## config.mk

```make
export PLATFORM = sky130hd
export DESIGN_NAME = control_unit
export DESIGN_NICKNAME = d
export VERILOG_FILES = /design/src/rtl/control_pkg.sv /design/src/rtl/alu_decoder.sv /design/src/rtl/control_unit.sv
export SDC_FILE = /design/constraint.sdc
export NUM_CORES = 1
export LEC_CHECK = 0
export ABC_AREA = 1
export BUFFER_PORTS_ARGS = -buffer_cell sky130_fd_sc_hd__buf_2
export CORE_UTILIZATION = 39
export DETAILED_ROUTE_END_ITERATION = 8
export GPL_TIMING_DRIVEN = 0
export MAX_ROUTING_LAYER = met4
export PLACE_DENSITY_LB_ADDON = 0.08
export SYNTH_ARGS = -nofsm -noshare
export SYNTH_HDL_FRONTEND = slang
export SYNTH_HIERARCHICAL = 1
export SYNTH_SLANG_ARGS = --single-unit
```

## constraint.sdc

```tcl
create_clock -name clk -period 0.8 [get_ports clk]
set_clock_uncertainty 0.1 [all_clocks]
set_input_delay 0.2 -clock clk [delete_from_list [all_inputs] [get_ports clk]]
set_output_delay 0.2 -clock clk [all_outputs]
set_load 0.005 [all_outputs]
```

## src/rtl/control_pkg.sv

```systemverilog
// ---------------------------------------------------------------------------
// control_pkg
// Shared encodings for the MIPS decode-stage control unit. It holds the
// opcode and funct field values, the main-decoder ALU class (ALUOp), the
// 4-bit ALU control codes, and the bundle of main-decoder control bits.
// ---------------------------------------------------------------------------
package control_pkg;

    // Opcode field, instruction[31:26]
    localparam logic [5:0] OP_RTYPE = 6'b000000;
    localparam logic [5:0] OP_LW    = 6'b100011;
    localparam logic [5:0] OP_SW    = 6'b101011;
    localparam logic [5:0] OP_BEQ   = 6'b000100;
    localparam logic [5:0] OP_ADDI  = 6'b001000;
    localparam logic [5:0] OP_ANDI  = 6'b001100;
    localparam logic [5:0] OP_ORI   = 6'b001101;
    localparam logic [5:0] OP_SLTI  = 6'b001010;

    // Funct field, instruction[5:0], for R-type
    localparam logic [5:0] FN_ADD = 6'b100000;
    localparam logic [5:0] FN_SUB = 6'b100010;
    localparam logic [5:0] FN_AND = 6'b100100;
    localparam logic [5:0] FN_OR  = 6'b100101;
    localparam logic [5:0] FN_NOR = 6'b100111;
    localparam logic [5:0] FN_SLT = 6'b101010;

    // ALU class chosen by the main decoder
    localparam logic [1:0] ALUOP_ADD   = 2'b00;
    localparam logic [1:0] ALUOP_SUB   = 2'b01;
    localparam logic [1:0] ALUOP_FUNCT = 2'b10;
    localparam logic [1:0] ALUOP_IMM   = 2'b11;

    // ALU control codes
    localparam logic [3:0] ALU_AND = 4'b0000;
    localparam logic [3:0] ALU_OR  = 4'b0001;
    localparam logic [3:0] ALU_ADD = 4'b0010;
    localparam logic [3:0] ALU_SUB = 4'b0110;
    localparam logic [3:0] ALU_SLT = 4'b0111;
    localparam logic [3:0] ALU_NOR = 4'b1100;

    // Main-decoder output bundle
    typedef struct packed {
        logic       reg_write;
        logic       reg_dst;
        logic       alu_src;
        logic       branch;
        logic       mem_write;
        logic       mem_to_reg;
        logic [1:0] alu_op;
    } ctrl_t;

endpackage

```

## src/rtl/alu_decoder.sv

```systemverilog
// ---------------------------------------------------------------------------
// alu_decoder
// Combinational ALU-control decoder. It maps the main decoder's ALU class,
// together with funct (R-type) or opcode (immediate logic), to a 4-bit
// ALU operation.
// Ports:
//   ALUOp      in  2  ALU class from the main decoder
//   funct      in  6  instruction[5:0]
//   opcode     in  6  instruction[31:26]
//   ALUControl out 4  ALU operation select
// ---------------------------------------------------------------------------
module alu_decoder
    import control_pkg::*;
(
    input  logic [1:0] ALUOp,
    input  logic [5:0] funct,
    input  logic [5:0] opcode,
    output logic [3:0] ALUControl
);

    always_comb begin
        // NOTE: assigning a default before the case means every path drives
        // ALUControl, so no latch is inferred.
        ALUControl = ALU_ADD;
        case (ALUOp)
            ALUOP_SUB: ALUControl = ALU_SUB;
            ALUOP_FUNCT: begin
                case (funct)
                    FN_ADD:  ALUControl = ALU_ADD;
                    FN_SUB:  ALUControl = ALU_SUB;
                    FN_AND:  ALUControl = ALU_AND;
                    FN_OR:   ALUControl = ALU_OR;
                    FN_NOR:  ALUControl = ALU_NOR;
                    FN_SLT:  ALUControl = ALU_SLT;
                    default: ALUControl = ALU_ADD;
                endcase
            end
            ALUOP_IMM: begin
                case (opcode)
                    OP_ANDI: ALUControl = ALU_AND;
                    OP_ORI:  ALUControl = ALU_OR;
                    OP_SLTI: ALUControl = ALU_SLT;
                    default: ALUControl = ALU_ADD;
                endcase
            end
            default: ALUControl = ALU_ADD;
        endcase
    end

endmodule

```

## src/rtl/control_unit.sv

```systemverilog
// ---------------------------------------------------------------------------
// control_unit
// Decode-stage control unit for the 5-stage MIPS pipeline. It decodes the
// opcode and funct fields and registers the resulting control signals. The
// outputs are valid one cycle after the instruction is presented.
// Ports:
//   clk          in  1   rising-edge clock
//   rst_n        in  1   asynchronous active-low reset, clears all outputs
//   instruction  in  32  instruction word in D stage
//   regWriteD    out 1   write register file
//   memToRegD    out 1   writeback selects memory data
//   memWriteD    out 1   write data memory
//   ALUControlD  out 4   ALU operation select
//   ALUSrcD      out 1   ALU operand B is the sign-extended immediate
//   regDstD      out 1   destination is rd (1) or rt (0)
//   branchD      out 1   instruction is beq
//   ALUOp        out 2   main-decoder ALU class
// ---------------------------------------------------------------------------
module control_unit
    import control_pkg::*;
(
    input  logic        clk,
    input  logic        rst_n,
    input  logic [31:0] instruction,
    output logic        regWriteD,
    output logic        memToRegD,
    output logic        memWriteD,
    output logic [3:0]  ALUControlD,
    output logic        ALUSrcD,
    output logic        regDstD,
    output logic        branchD,
    output logic [1:0]  ALUOp
);

    logic [5:0] opcode;
    logic [5:0] funct;
    ctrl_t      main_ctrl;
    logic [3:0] alu_control;
    logic       unused_fields;

    assign opcode = instruction[31:26];
    assign funct  = instruction[5:0];

    // Register fields and the immediate do not affect control.
    assign unused_fields = ^instruction[25:6];

    // Main decoder. Unknown opcodes fall through to all-zero (NOP).
    always_comb begin
        main_ctrl = '0;
        case (opcode)
            OP_RTYPE: main_ctrl = '{1'b1, 1'b1, 1'b0, 1'b0, 1'b0, 1'b0, ALUOP_FUNCT};
            OP_LW:    main_ctrl = '{1'b1, 1'b0, 1'b1, 1'b0, 1'b0, 1'b1, ALUOP_ADD};
            OP_SW:    main_ctrl = '{1'b0, 1'b0, 1'b1, 1'b0, 1'b1, 1'b0, ALUOP_ADD};
            OP_BEQ:   main_ctrl = '{1'b0, 1'b0, 1'b0, 1'b1, 1'b0, 1'b0, ALUOP_SUB};
            OP_ADDI:  main_ctrl = '{1'b1, 1'b0, 1'b1, 1'b0, 1'b0, 1'b0, ALUOP_ADD};
            OP_ANDI,
            OP_ORI,
            OP_SLTI:  main_ctrl = '{1'b1, 1'b0, 1'b1, 1'b0, 1'b0, 1'b0, ALUOP_IMM};
            default:  main_ctrl = '0;
        endcase
    end

    alu_decoder u_alu_decoder (
        .ALUOp      (main_ctrl.alu_op),
        .funct      (funct),
        .opcode     (opcode),
        .ALUControl (alu_control)
    );

    always_ff @(posedge clk or negedge rst_n) begin
        if (!rst_n) begin
            // NOTE: registered state uses non-blocking assignments so that all
            // flops update together at the edge, independent of statement order.
            regWriteD   <= 1'b0;
            memToRegD   <= 1'b0;
            memWriteD   <= 1'b0;
            ALUControlD <= 4'b0000;
            ALUSrcD     <= 1'b0;
            regDstD     <= 1'b0;
            branchD     <= 1'b0;
            ALUOp       <= 2'b00;
        end else begin
            regWriteD   <= main_ctrl.reg_write;
            memToRegD   <= main_ctrl.mem_to_reg;
            memWriteD   <= main_ctrl.mem_write;
            ALUControlD <= alu_control;
            ALUSrcD     <= main_ctrl.alu_src;
            regDstD     <= main_ctrl.reg_dst;
            branchD     <= main_ctrl.branch;
            ALUOp       <= main_ctrl.alu_op;
        end
    end

endmodule

```

---- After elaboration in Yosys (flattened, before gate mapping) ----
Index checks and enable logic that the tools add are counted.
word-level totals
  output and inout port bits .............. 12
  bits of input ports ..................... 34
  word-level logic and storage cells ...... 29
  register bits ........................... 12
operators by class
  equality and inequality tests ........... 15
  mux-type cells .......................... 4
  reductions and logical operators ........ 2
operators by type and width
  kind                                                             number
  8-bit case mux with 6 select lines                               1
  6-bit == test, second input constant                             7
  6-bit by 4-bit == test with 1-bit output, second input constant  4
  4-bit case mux with 5 select lines                               1
  4-bit case mux with 3 select lines                               1
  3-bit case mux with 3 select lines                               1
  6-bit by 3-bit == test with 1-bit output, second input constant  1
  6-bit logical NOT                                                1
  2-bit == test, second input constant                             2
  3-bit OR reduction                                               1
  2-bit by 1-bit == test with 1-bit output, second input constant  1

---- Logic depth before layout (Yosys ltp) ----
Gate-level depths: netlist of the first run.
  word-level depth ........................ 5
  depth in mapped cells ................... 11
  mapped depth without buffers ............ 11

---- Modules after synthesis ----
The synthesis of the first run kept the hierarchy.
modules (own cells, without submodules)
  module        sequential area each (sq um)  times used  cells each  area each (sq um)
  control_unit  300.3                         1           43          449.2
  alu_decoder   0.0                           1           44          197.7

---- Worst setup path after synthesis of the first run ----
Ideal clock, no wire load.
  kind .................................... in2reg
  start ................................... input port instruction[31]
  end ..................................... register ALUControlD[2]
  library setup time ...................... 119 ps
  buffers on the path ..................... 0
  data required time ...................... 581 ps
  data arrival time ....................... 1,159 ps
  path slack .............................. -578 ps
  cell stages on the path ................. 8
  cell sequence ........................... nor2_2 nand3_2 o21ai_0 nor2_4 nand2_2 nor2_2 nor2_1 nand2_1
RTL lines
  element               line                RTL
  start, declared       control_unit.sv:24  input logic [31:0] instruction,
  end signal, assigned  control_unit.sv:86  ALUControlD <= alu_control;
  end, declared         control_unit.sv:28  output logic [3:0] ALUControlD,

==> impl_metrics.tcl, run 1 <==
set metrics [dict create \
    arrival_ns 1.18 \
    ys_warn_count 6 \
    viasPerCell 4.50 \
    grt_max_degree 13 \
    drive_gt1_share_pct 50.0 \
    drc_errors 0 \
    grt_util_all_layers_pct 16.1 \
    vdd_drop_max_v 0.000629 \
    dp.cells 128 \
    grt_overflow_total 0 \
    min_period_over_period_pct 142 \
    synth_top_area_cell "dfrtp_1" \
    critPathRequiredTime_ns 0.84 \
    cts_sinks 12 \
    wl_um 1180 \
    synth-async-reset-ratio_pct 100 \
    fp.dieH_um 42.7 \
    area_delta_synth_final_pct 51.8 \
    fin_ws_ns -0.337 \
    io_buffers 25 \
    grt_pass1_wl_um 2160 \
    drt-initial-drc-count 3 \
    grt_pass1_vias 534 \
    hold_depth 4 \
    hold_path_startpoint "instruction[30]" \
    synth-edff-count 0 \
    slew_headroom_pct 82.7 \
    violations "setup timing" \
    hold_class "in2reg" \
    vias 621 \
    cts_buffers 3 \
    initial_core_util_pct 42.4 \
    wl_per_cell_um 8.51 \
    power_density_nw_per_um2 1220 \
    row_count 14 \
    die_w_um 42.7 \
    postSynthAreaPerCell_sq_um 7.44 \
    placed_area_sq_um 807 \
    ys_seq_area_share_pct 46.4 \
    ant_nets 0 \
    synth_fp_nets 121 \
    pin_count 46 \
    start_kind "input pin" \
    htreeDepth 1 \
    netlist_area_sq_um 647 \
    status "finished with violations" \
    rsz0062_at_grt "true" \
    syn-instance-count 87 \
    n_antenna_cell 0 \
    setup_viol 17 \
    synth_top_area_share_pct 46.4 \
    synth_commonest_cells "nand2_1 (19), inv_1 (13), nor2_1 (13)" \
    slew_viol_final 0 \
    cts_tree "yes" \
    worst_slew_pin_slew_ns 0.260 \
    yosys-top-cells-area "dfrtp_1 (46%), nand2_1 (11%), inv_1 (7.5%)" \
    yosysMostFrequentCell "nand2_1" \
    dp.final_hpwl_um 898 \
    fin_cells 138 \
    path_max_fanout 4 \
    drt_first_pass_iters 3 \
    nets 158 \
    hold_viol 0 \
    endpoint_kind "flop" \
    synth_seq_cells 12 \
    die-area_sq_um 1830 \
    cts.reportedPaths.clkPinSlew_ns 0.06 \
    critPathKind "in2reg" \
    clock.fmax_mhz 880 \
    cellLeakagePower_uw 0.000562 \
    cts-root-buf "clkbuf_4" \
    post-route-min-period_ns 1.14 \
    power.total_uw 1200 \
    antenna_found_initial 0 \
    gp_congestion 0.786 \
    fin_area_sq_um 982 \
    synth_flop_cell "dfrtp_1" \
    synth_cell_type_count 15 \
    max-cap-violations 0 \
    holdPathEnd "regDstD" \
    core_sq_um 1520 \
    ctsLongestPathBuffers 2 \
]
[per-layer routing]
metal  global-route usage (%)  share of wire, %
met1                     22.5                47
met2                     22.4                47
met3                     1.70               5.3
met4                     9.38               1.4
met5                        -                 0
[worst max-delay path, cell delays in order]
cell     delay, ns
buf_8         0.10
nor2_4        0.17
nand3_4       0.11
nor2_4        0.10
nor2_2        0.05
inv_2         0.06
inv_2         0.04
nor2_4        0.11
o21ai_1       0.08
nor2_1        0.11
a21oi_1       0.05
[placed cells by master (no fill, tap or decap), types with 2 or more instances in the layout]
master,synthesis,routed
nand2_1,19,19
buf_2,0,19
dfrtp_1,12,12
inv_1,13,10
nor2_1,13,9
nor2_2,7,8
inv_2,4,6
nand3_1,7,6
buf_4,0,6
nor2_4,2,5
clkbuf_4,0,4
buf_8,0,3
nand2_2,2,2
[worst max path at each step]
stage,from,end,slack [ns],cells past startpoint
global placement,instruction[31],ALUControlD[1],-0.65,11
CTS,instruction[30],ALUControlD[1],-0.30,11
finish,instruction[31],ALUControlD[1],-0.34,11
detailed placement,instruction[31],ALUControlD[1],-0.66,11
global route,instruction[31],ALUControlD[2],-0.42,12
floorplan,instruction[31],ALUControlD[2],-0.39,11
[registers in the layout, indices dropped and copies added (netlist names)]
register and flops:
regWriteD 1, memWriteD 1, ALUSrcD 1, ALUControlD 4, regDstD 1, memToRegD 1, ALUOp 2, branchD 1
[what timing repair did]
| action | CTS | global route |
|---|---|---|
| hold buffers | 1 | 0 |
| setup endpoints to repair | 16 | 20 |
| gates resized for setup | 17 | 10 |
| hold endpoints to repair | 12 | 0 |
| gates cloned | 0 | 0 |
| setup buffers | 4 | 2 |
| pin swaps | 10 | 4 |
[cell families after synthesis]
group           share of synthesized area, %
buf+inv                                 9.86
flops                                   46.4
compound gates                          3.87
simple gates                            39.8
[through the flow]
| stage | utilization, % | TNS (ns) | worst slack [ns] | hold slack [ns] |
|---|---|---|---|---|
| after CTS | 61.1 | -3.97 | -0.305 | 0.109 |
| final | 64.4 | -3.98 | -0.337 | 0.0960 |
| after global routing | 64.4 | -4.74 | -0.416 | 0.0972 |
| after detailed placement | 53.0 | -3.62 | -0.664 | -0.0172 |
| after global placement | 53.0 | -3.47 | -0.651 | -0.0204 |
| after floorplan | - | -1.41 | -0.394 | -0.196 |
[final cells by class]
| type | instances | area, sq um |
|---|---|---|
| inverters | 17 | 66.3 |
| fillers | 133 | 542 |
| well taps | 16 | 20.0 |
| flip-flops and latches | 12 | 300 |
| multi-input cells | 58 | 339 |
| repair buffers | 32 | 234 |
| clock buffers | 3 | 22.5 |
[power by group]
part | internal (uW) | leakage (uW) | switching, uW
Combinational | 116 | 0.000388 | 133
Clock | 173 | 0.0000138 | 156
Sequential | 620 | 0.000161 | 2.48
No activity file was read; power rests on OpenSTA's default activity.
==> inputs of run 2 (changes only) <==
- ABC_AREA: 1 -> default
- CORE_UTILIZATION: 39 -> 38
==> run 2 against run 1 <==
Compared with the run above:
- the flow still finishes with violations (setup timing)
- worst hold slack better by 0.035 ns
- first-iteration DRC count grew to 3.3 times the previous value
- combinational power hardly changed
- area after synthesis is 6.4% lower
- sequential share of layout area is 0.24 points higher
- sequential power hardly changed
- clock-buffer cell count is 1 higher
- core utilization is 1.0 points higher
- die area is 3.7% lower
- total power is 9.6% higher
==> impl_metrics.tcl, run 2 <==
set metrics [dict create \
    status "finished with violations" \
    violations "setup timing" \
    netlist_area_sq_um 606 \
    ys_warn_count 6 \
    crit_family "simple AND/OR/NAND/NOR gates" \
    synth_flop_cell "dfrtp_1" \
    clock.fmax_mhz 636 \
    dp.final_hpwl_um 889 \
    grt_pass1_wl_um 2030 \
    slew_viol_final 0 \
    synth_seq_cells 12 \
    postSynthAreaPerCell_sq_um 10.3 \
    cts-root-buf "clkbuf_4" \
    p_int_uw 1030 \
    p_seq_share_pct 47.1 \
    start_kind "input pin" \
    path_max_fanout 3 \
    cts.reportedPaths.clkPinSlew_ns 0.06 \
    synth_commonest_cells "dfrtp_1 (12), nor2_1 (5), a21oi_1 (4), inv_1 (4)" \
    nets 128 \
    crit_chain "buf_6 > clkbuf_16 > xor2_1 > or3_4 > a21oi_4 > and4bb_1 > and3b_2 > a32o_1" \
    slew_headroom_pct 75.6 \
    drive_gt1_share_pct 54.8 \
    worst_slew_pin_slew_ns 0.365 \
    ant_nets 0 \
    initial_core_util_pct 40.7 \
    cellLeakagePower_uw 0.000493 \
    htreeDepth 1 \
    synth_fp_nets 93 \
    synth_top_area_share_pct 49.6 \
    endpoint_kind "flop" \
    yosys-top-cells-area "dfrtp_1 (50%), nor3b_1 (3.7%), a21oi_1 (3.3%)" \
    min_period_over_period_pct 196 \
    wl_per_cell_um 11.2 \
    cts_sinks 12 \
    syn-instance-count 59 \
    gp_congestion 0.720 \
    regMostFlops "ALUControlD" \
    cp_slowest_cell "or3_4" \
    die-area_sq_um 1760 \
    synth-async-reset-ratio_pct 100 \
    n_antenna_cell 0 \
    synth_top_area_cell "dfrtp_1" \
    core_sq_um 1490 \
    post-route-min-period_ns 1.57 \
    mostFrequentLayoutCells "buf_2 (20), dfrtp_1 (12), buf_6 (5)" \
    die_w_um 41.9 \
    grt_util_all_layers_pct 16.1 \
    fin_ws_ns -0.772 \
    crit_start "instruction[29]" \
    viasPerCell 5.23 \
    critPathRequiredTime_ns 0.89 \
    place_ws_ns -1.17 \
    cts_buffers 3 \
    drt-initial-drc-count 10 \
    path_depth 8 \
    wl_um 1220 \
    hold_depth 3 \
    area_delta_synth_final_pct 61.0 \
    rsz0062_at_grt "true" \
    fin_hold_ws_ns 0.131 \
    io_buffers 25 \
    ys_seq_area_share_pct 49.6 \
    setup_viol 24 \
    switching_share_pct 21.7 \
    slowest_delay_ns 0.34 \
    synth_cell_type_count 29 \
    mostFrequentLayoutCell "buf_2" \
    pwr-share-comb_pct 18.7 \
    hold_class "in2reg" \
    cp.buffers_inverters 2 \
    dp.cells 100 \
    grt_pass1_vias 495 \
    clkPwrFrac_pct 34.2 \
    fillers 116 \
    power.switching_uw 286 \
    vias 570 \
    antenna_found_initial 0 \
    arrival_ns 1.67 \
    drc_errors 0 \
    grt_max_degree 13 \
    power_density_nw_per_um2 1350 \
    crit_end "ALUControlD[2]" \
    pin_count 46 \
    largest_reg_flops 4 \
    drt_first_pass_iters 4 \
    ctsLongestPathBuffers 2 \
    yosysMostFrequentCell "dfrtp_1" \
    max-cap-violations 0 \
    vdd_drop_max_v 0.000578 \
    fin_cells 109 \
    hold_viol 0 \
    cts_tree "yes" \
    row_count 14 \
    top_regs "ALUControlD x4, ALUOp x2" \
    synth-edff-count 0 \
    fp.dieH_um 41.9 \
    grt_overflow_total 0 \
    critPathKind "in2reg" \
]
## run 2: cell count changes after synthesis, moves of 3 or more
cell	previous run	this run
inv_1	13	4
nand2_1	19	3
nor2_2	7	0
inv_2	4	1
nor2_1	13	5
nand3_1	7	2
nor3b_1	0	3
## run 2: layout make-up
class                      instances  area (sq um)  share of cell area (%)
clock buffer                       4          36.3                    3.72
tap                               16          20.0                    2.05
buffer                             2          50.0                    5.13
multi-input combinational         40           338                    34.7
sequential                        12           300                    30.8
timing repair buffer              30           211                    21.7
inverter                           5          18.8                    1.93
## run 2: cell families after synthesis
logic type / Yosys count / share of synthesized area, %
muxes: 1 / 1.65
DFF: 12 / 49.6
buffers and inverters: 7 / 4.34
xor gates and xnor gates: 1 / 1.45
and+or+nand+nor: 27 / 29.5
AOI/OAI and AO/OA: 11 / 13.4
## run 2: timing repair
item                       in CTS  in global routing
cloned                          0                  0
pin swaps                      12                 10
gates resized for setup        12                 10
setup buffers                   3                  1
hold endpoints to repair       12                  0
hold buffers                    1                  0
setup endpoints to repair      24                 24
## run 2: worst min path at each step
stage,startpoint,to
2_1_floorplan,rst_n,ALUControlD[0]
3_3_place_gp,rst_n,regWriteD
3_5_place_dp,rst_n,ALUSrcD
4_1_cts,instruction[1],ALUControlD[1]
5_1_grt,instruction[1],ALUControlD[1]
6_report,instruction[1],ALUControlD[1]
## run 2: power groups by stage
| stage | Clock (uW) | Combinational [uW] | Sequential [uW] |
|---|---|---|---|
| after global routing | 509 | 269 | 621 |
| after global placement | 0 | 182 | 632 |
| after CTS | 472 | 224 | 620 |
| after floorplan | 0 | 97.7 | 634 |
| final | 450 | 246 | 620 |
| after detailed placement | 0 | 186 | 632 |
## run 2: per-stage QoR
stage | TNS (ns) | utilization [%] | total power (uW) | instance area (sq um)
finish | -7.68 | 65.5 | 1320 | 975
global route | -8.27 | 65.5 | 1400 | 975
CTS | -7.55 | 61.9 | 1320 | 922
detailed placement | -8.67 | 53.9 | 818 | 802
global placement | -8.46 | 53.9 | 813 | 802
floorplan | -6.06 | - | 732 | 657
## run 2: layer usage
| layer | global-route usage [%] | up-vias | share of wire [%] |
|---|---|---|---|
| met5 | - | - | 0 |
| met4 | 11.6 | 0 | 1.7 |
| met3 | 2.61 | 2 | 3.6 |
| met2 | 24.1 | 17 | 49 |
| met1 | 19.7 | 266 | 45 |
| li1 | - | 285 | - |
==> inputs of run 3 (changes only) <==
- ABC_CLOCK_PERIOD_IN_PS: default -> 800
- CORE_MARGIN: default -> 3
- SETUP_SLACK_MARGIN: default -> 0.2
==> run 3 against run 2 <==
Compared with the run above:
- the run ends with hold timing, setup timing left
- highest routed layer unchanged
- clock power grew 1%
- flip-flop and latch count is the same
- critical path depth grew 1
- total power grew 1.8%
- core utilization grew 5.6 points
- maximum frequency shrank 0.67%
- worst hold slack lost 0.45 ns
==> impl_metrics.tcl, run 3 (synthesis gave the netlist of run 2 again) <==
set metrics [dict create \
    ctsLongestPathBuffers 2 \
    drt-initial-drc-count 7 \
    grt_overflow_total 0 \
    area_delta_synth_final_pct 64.0 \
    wl_per_cell_um 12.6 \
    largest_reg_flops 4 \
    slowest_delay_ns 0.28 \
    cts_tree "yes" \
    top_regs "ALUControlD x4, ALUOp x2" \
    cts_sinks 12 \
    max-cap-violations 0 \
    clock.fmax_mhz 632 \
    grt_pass1_vias 521 \
    min_period_over_period_pct 198 \
    path_common_cell "buf_6" \
    ant_nets 0 \
    grt_max_degree 13 \
    pin_count 46 \
    wl_um 1410 \
    htreeDepth 1 \
    cts_buffers 3 \
    finish.utilization_pct 71.0 \
    mostFrequentLayoutCell "buf_2" \
    fin_area_sq_um 993 \
    power.total_uw 1340 \
    fin_hold_ws_ns -0.315 \
    critPathRequiredTime_ns 0.85 \
    mostFrequentLayoutCells "buf_2 (20), dfrtp_1 (12), buf_6 (7)" \
    regMostFlops "ALUControlD" \
    dp.final_hpwl_um 979 \
    vias 605 \
    viasPerCell 5.40 \
    setup_viol 24 \
    crit_chain "buf_6 > clkbuf_16 > buf_6 > nor4bb_4 > a31oi_1 > nor2_2 > and4bb_1 > and3b_2 > a32o_2" \
    fin_ws_ns -0.782 \
    status "finished with violations" \
    hold_class "in2async" \
    post-route-min-period_ns 1.58 \
    power_density_nw_per_um2 1350 \
    nets 132 \
    n_antenna_cell 0 \
    vdd_drop_max_v 0.000524 \
    core_sq_um 1400 \
    crit_family "simple AND/OR/NAND/NOR gates" \
    endpoint_kind "flop" \
    die_w_um 45.9 \
    cp_slowest_cell "a32o_2" \
    placed_area_sq_um 801 \
    grt_util_all_layers_pct 13.8 \
    drt_first_pass_iters 4 \
    cp.buffers_inverters 3 \
    slew_viol_final 0 \
    cellLeakagePower_uw 0.000516 \
    critPathKind "in2reg" \
    setup-tns-final_ns -8.10 \
    drive_gt1_share_pct 57.7 \
    initial_core_util_pct 43.3 \
    path_max_fanout 8 \
    die-area_sq_um 2110 \
    gp_congestion 0.711 \
    antenna_found_initial 0 \
    cts-root-buf "clkbuf_4" \
    rsz0062_at_grt "true" \
    arrival_ns 1.63 \
    worst_slew_pin_slew_ns 0.364 \
    grt_pass1_wl_um 2080 \
    cts.reportedPaths.clkPinSlew_ns 0.07 \
    io_buffers 25 \
    slew_headroom_pct 75.7 \
    hold_viol 12 \
    drc_errors 0 \
    violations "hold timing, setup timing" \
    start_kind "input pin" \
    fp.dieH_um 45.9 \
    row_count 13 \
]
run 3: worst paths after layout:
kind	from	to	slack, ns	cells past startpoint
worst max-delay path	instruction[29]	ALUControlD[2]	-0.78	9
min in group clk	instruction[26]	branchD	0.13	3
max in group asynchronous	rst_n	ALUOp[1]	0.72	1
worst min-delay path	rst_n	branchD	-0.31	1
run 3: timing repair:
| action | 4_1_cts | 5_1_grt |
|---|---|---|
| gates resized for setup | 18 | 4 |
| setup endpoints to repair | 24 | 24 |
| pin swaps | 12 | 9 |
| buffers inserted | 6 | 3 |
| hold endpoints to repair | 12 | 12 |
run 3: power breakdown:
part           switching [uW]  internal, uW  leakage, uW  total, uW
logic                     116           147     0.000334        263
clock network             180           276    0.0000210        456
registers                2.75           618     0.000161        620
run 3: area by class of cell:
class / count / area [sq um]
fillers: 98 / 405
well taps: 15 / 18.8
multi-input cells: 40 / 330
flip-flops and latches: 12 / 300
clock buffers: 4 / 36.3
plain buffers: 2 / 50.0
inverters: 5 / 18.8
repair buffers: 34 / 239
run 3: through the flow:
stage	hold slack [ns]	setup slack [ns]	cells
6_report	-0.315	-0.782	112
5_1_grt	-0.304	-0.823	112
4_1_cts	-0.311	-0.793	109
3_5_place_dp	-0.0208	-1.19	99
3_3_place_gp	-0.0228	-1.17	99
2_1_floorplan	-0.196	-0.898	59
run 3: layer usage:
layer / global-route usage, % / up-vias / part of all wire (%)
li1: - / 294 / -
met1: 15.9 / 288 / 41
met2: 23.4 / 21 / 51
met3: 2.77 / 2 / 6.9
met4: 5.11 / 0 / 0.78
met5: - / - / 0
